### config.mk
export PLATFORM = sky130hd
export DESIGN_NAME = instruction_fetch
export DESIGN_NICKNAME = d
export VERILOG_FILES = /design/src/rtl/instruction_fetch.sv
export SDC_FILE = /design/constraint.sdc
export NUM_CORES = 1
export LEC_CHECK = 0
export ABC_AREA = 0
export ABC_CLOCK_PERIOD_IN_PS = 2600
export CORE_MARGIN = 3
export CORE_UTILIZATION = 45
export DETAILED_ROUTE_END_ITERATION = 16
export PLACE_DENSITY = 0.81
export SLEW_MARGIN = 20
export SYNTH_ARGS = -nofsm -noshare
export SYNTH_HDL_FRONTEND = slang
export SYNTH_SLANG_ARGS = --single-unit
### constraint.sdc
create_clock -name clk -period 2.6 [get_ports clk]
set_input_delay 0.52 -clock clk [delete_from_list [all_inputs] [get_ports clk]]
set_output_delay 0.52 -clock clk [all_outputs]
set_load 0.02 [all_outputs]
### src/rtl/instruction_fetch.sv
// instruction_fetch: IDLE/FETCH/HOLD instruction fetch unit with a valid/ready
// output, jump redirect, halt, and a program counter that wraps at PROG_LEN.
//
// Ports:
//   clk, rst_n                 clock, asynchronous active-low reset
//   start, halt                begin fetching at START_ADDR / stop fetching
//   jump_en, jump_addr         redirect the next fetch
//   mem_address, mem_enable    instruction memory request (address = PC)
//   mem_data                   combinational read data from memory
//   instr, instr_pc            fetched instruction and its address
//   instr_valid, instr_ready   downstream handshake
//   busy                       high in any state except IDLE
module instruction_fetch #(
    parameter int                 ADDR_W      = 8,
    parameter int                 DATA_W      = 8,
    parameter int                 PROG_LEN    = 128,
    parameter logic [ADDR_W-1:0]  START_ADDR  = '0,
    parameter logic [DATA_W-1:0]  HALT_OPCODE = 8'hFF
) (
    input  logic              clk,
    input  logic              rst_n,
    input  logic              start,
    input  logic              halt,
    input  logic              jump_en,
    input  logic [ADDR_W-1:0] jump_addr,
    output logic [ADDR_W-1:0] mem_address,
    output logic              mem_enable,
    input  logic [DATA_W-1:0] mem_data,
    output logic [DATA_W-1:0] instr,
    output logic [ADDR_W-1:0] instr_pc,
    output logic              instr_valid,
    input  logic              instr_ready,
    output logic              busy
);

    typedef enum logic [1:0] {
        IDLE  = 2'd0,
        FETCH = 2'd1,
        HOLD  = 2'd2
    } state_t;

    localparam logic [ADDR_W-1:0] LAST_PC = ADDR_W'(PROG_LEN - 1);
    localparam logic [31:0]       PLEN    = 32'(PROG_LEN);

    state_t            state_q, state_d;
    logic [ADDR_W-1:0] pc_q, pc_d;
    logic [DATA_W-1:0] instr_q, instr_d;
    logic [ADDR_W-1:0] ipc_q, ipc_d;

    logic [ADDR_W-1:0] pc_inc;
    logic [ADDR_W-1:0] jump_tgt;
    logic              hs;

    // Wrap at the end of the program rather than at the address width.
    assign pc_inc   = (pc_q == LAST_PC) ? '0 : pc_q + 1'b1;
    // Out-of-range jump targets fold back into the program.
    assign jump_tgt = ADDR_W'(32'(jump_addr) % PLEN);

    assign mem_address = pc_q;
    assign mem_enable  = (state_q == FETCH);
    assign instr_valid = (state_q == HOLD);
    assign busy        = (state_q != IDLE);
    assign instr       = instr_q;
    assign instr_pc    = ipc_q;
    assign hs          = instr_valid && instr_ready;

    always_ff @(posedge clk or negedge rst_n) begin
        if (!rst_n) begin
            state_q <= IDLE;
            pc_q    <= START_ADDR;
            instr_q <= '0;
            ipc_q   <= '0;
        end else begin
            state_q <= state_d;
            pc_q    <= pc_d;
            instr_q <= instr_d;
            ipc_q   <= ipc_d;
        end
    end

    always_comb begin
        state_d = state_q;
        pc_d    = pc_q;
        instr_d = instr_q;
        ipc_d   = ipc_q;
        unique case (state_q)
            IDLE: begin
                // start beats a simultaneous halt; halt/jump are no-ops here
                if (start) begin
                    pc_d    = START_ADDR;
                    state_d = FETCH;
                end
            end
            FETCH: begin
                if (halt) begin
                    state_d = IDLE;
                end else begin
                    // a jump still captures the word at the current PC
                    instr_d = mem_data;
                    ipc_d   = pc_q;
                    pc_d    = jump_en ? jump_tgt : pc_inc;
                    state_d = HOLD;
                end
            end
            HOLD: begin
                if (halt) begin
                    state_d = IDLE;
                end else begin
                    if (jump_en) begin
                        pc_d = jump_tgt;
                    end
                    if (hs) begin
                        state_d = (instr_q == HALT_OPCODE) ? IDLE : FETCH;
                    end
                end
            end
            default: state_d = IDLE;
        endcase
    end

endmodule

==> flow_metrics.tcl <==
set metrics [dict create \
    setup_viol 0 \
    row_count 19 \
    insertion_delay_ps 320 \
    overflow 0 \
    coreArea_um2 2810 \
    htree_levels 1 \
    synth_edf_count 0 \
    synth-seq-cells 26 \
    p_sw_uw 929 \
    io_pins 49 \
    synth_area_um2 1360 \
    cts.sinks 26 \
    start_kind "flip-flop" \
    via_per_inst 5.68 \
    drc_errors 0 \
    cts.repair.resized 0 \
    fin_nets 200 \
    ys.flop_type "dfrtp_1" \
    fillers 227 \
    fin_worst_skew_ps 8.61 \
    pwr-share-clk_pct 12.2 \
    cts_tree "yes" \
    cts_buffers 3 \
    dp_hpwl_um 2470 \
    io_buffers 47 \
    seq_area_frac_synth_pct 47.9 \
    max_freq_ghz 0.431 \
    num_antenna_cells 0 \
    path_delay_family "buffers and inverters" \
    crit_fanout 7 \
    async_flop_share_pct 100 \
    antenna_found_initial 0 \
    cp_num_buf_inv 2 \
    grt_pass1_vias 1131 \
    cp.arrival_ps 1800 \
    seqPwrFrac_pct 32.5 \
    synth.avg_cell_area_um2 11.2 \
    drtIter0Drc 29 \
    grt_max_degree 27 \
    hold_viol_final 0 \
    crit_type "reg -> out" \
    power_per_cell_area_nw_per_um2 1190 \
    maxSlewHeadroom_pct 71.0 \
    rsz0062_at_grt "no" \
    gp_congestion 0.953 \
    grt_usage_pct 19.4 \
    cts_setup_buffers 0 \
    peakVddDrop_v 0.000732 \
    yosysTopAreaCellShare_pct 47.9 \
    critical-path-slowest-cell "clkdlybuf4s50_1" \
    final_util_pct 68.3 \
    switching_share_pct 40.7 \
    min-delay-path-class "reg -> reg" \
    p_int_uw 1360 \
    status "completed" \
    clockRootBuffer "clkbuf_4" \
    dieArea_um2 3710 \
    path_cells "inv_1, ha_1, clkdlybuf4s50_1" \
    cpPeakStageDelay_ps 650 \
    synth_area_leaders "dfrtp_1 48%, mux2_2 7.5%, mux2_4 6.6%" \
    ant_nets 0 \
    maxCapViolCount 0 \
    area_growth_pct 41.1 \
    finalCriticalPeriod_ps 2320 \
    drive_gt1_share_pct 14.0 \
    final_cell_mix "47 x clkdlybuf4s50_1, 26 x dfrtp_1, 14 x o21ai_0, 9 x nand2_1, 9 x mux2_2" \
    cts_buffer_depth 2 \
    syn_nets 148 \
    maxSlewViolCount 0 \
    ctsHoldBuffers 0 \
    cts.clk_slew.worst_paths_ps 150 \
    initial_core_util_pct 48.4 \
    comb_power_share_pct 55.3 \
    end_kind "output port" \
    routed_wl_um 3290 \
    layout_commonest_cell "clkdlybuf4s50_1" \
    synth_cell_types 33 \
    worst-slew-pin-transition_ps 434 \
    leakage_uw 0.000816 \
    setup_tns_ps 0 \
    synth_cells 121 \
    dr.pass1.iters 4 \
    yosysTopAreaCell "dfrtp_1" \
    die_y_um 60.9 \
    cp.required_ps 2080 \
    route.vias.total 1153 \
    synth-warning-count 0 \
    period_share_pct 89.2 \
    grt_pass1_wl_um 5250 \
    wl_per_cell_um 16.2 \
    die_w_um 60.9 \
]
==> logic make-up after synthesis <==
family	after synthesis	share of synthesized area, %
adders and majority gates	5	4.61
DFF	26	47.9
AOI/OAI and AO/OA	35	16.9
buffers and inverters	8	3.04
and+or+nand+nor	32	13.5
muxes	15	14.1
==> area by class of cell <==
type | count | area, µm² | area share, %
clock inverter | 1 | 30.0 | 1.57
multi-input combinational | 87 | 666 | 34.7
inverter | 6 | 22.5 | 1.18
sequential | 26 | 651 | 34.0
timing repair buffer | 49 | 485 | 25.3
tap | 31 | 38.8 | 2.02
clock buffer | 3 | 22.5 | 1.18
==> power groups by stage <==
stage | Clock (µW) | Sequential, µW | Combinational (µW)
after detailed placement | 0 | 750 | 1260
final | 278 | 743 | 1260
after global routing | 299 | 772 | 1360
after floorplan | 0 | 900 | 571
after CTS | 284 | 744 | 1270
after global placement | 0 | 738 | 1240
==> state kept, by name, indices dropped and copies added, names as in the netlist <==
name,cells
instr,8
instr_pc,8
mem_address,8
state_q,2
==> cell usage after synthesis, types with 2 or more instances <==
| cell type | number |
|---|---|
| a21oi_1 | 6 |
| and4_1 | 3 |
| dfrtp_1 | 26 |
| ha_1 | 5 |
| inv_1 | 6 |
| mux2_2 | 9 |
| mux2_4 | 6 |
| nand2_1 | 9 |
| nand2b_1 | 4 |
| nand3_1 | 2 |
| nor2_1 | 4 |
| nor2b_1 | 2 |
| nor4_1 | 2 |
| o211ai_1 | 2 |
| o21ai_0 | 14 |
| o2bb2ai_1 | 3 |
| o31ai_1 | 2 |
==> worst register-to-register path, cell delays in order (launching register included) <==
cell and delay (ps):
dfrtp_1 450, inv_1 100, ha_1 280, nand3b_1 220, o21bai_1 250, o21ai_0 230, o2bb2ai_1 130
==> path summary, 6_finish.rpt <==
| check | startpoint | endpoint | slack, ps | cells past startpoint |
|---|---|---|---|---|
| worst min-delay path | instr_pc[7] | instr_pc[7] | 490 | 2 |
| worst min register to register | instr_pc[7] | instr_pc[7] | 490 | 2 |
| min in group asynchronous | rst_n | state_q[1] | 550 | 2 |
| worst max register to register | state_q[1] | mem_address[3] | 870 | 6 |
| max in group asynchronous | rst_n | mem_address[3] | 1800 | 2 |
| worst max-delay path | state_q[1] | mem_enable | 280 | 3 |
==> through the flow <==
stage / cells / total power (µW) / worst slack, ps / hold WS, ps / cell area, µm²
after detailed placement: 199 / 2010 / 622 / 471 / 1860
final: 203 / 2280 / 281 / 495 / 1920
after global placement: 199 / 1980 / 672 / 465 / 1860
after CTS: 203 / 2300 / 275 / 504 / 1920
after floorplan: 121 / 1470 / 979 / 224 / 1360
after global routing: 203 / 2430 / 180 / 522 / 1920
==> routing by layer <==
layer	GRT usage (%)	part of all wire [%]	vias up
met5	0	0	-
met4	7.43	2.0	0
met3	4.47	8.2	8
met2	33.0	47	56
met1	23.8	43	546
li1	-	-	543
No activity file was read; power rests on OpenSTA's default activity.
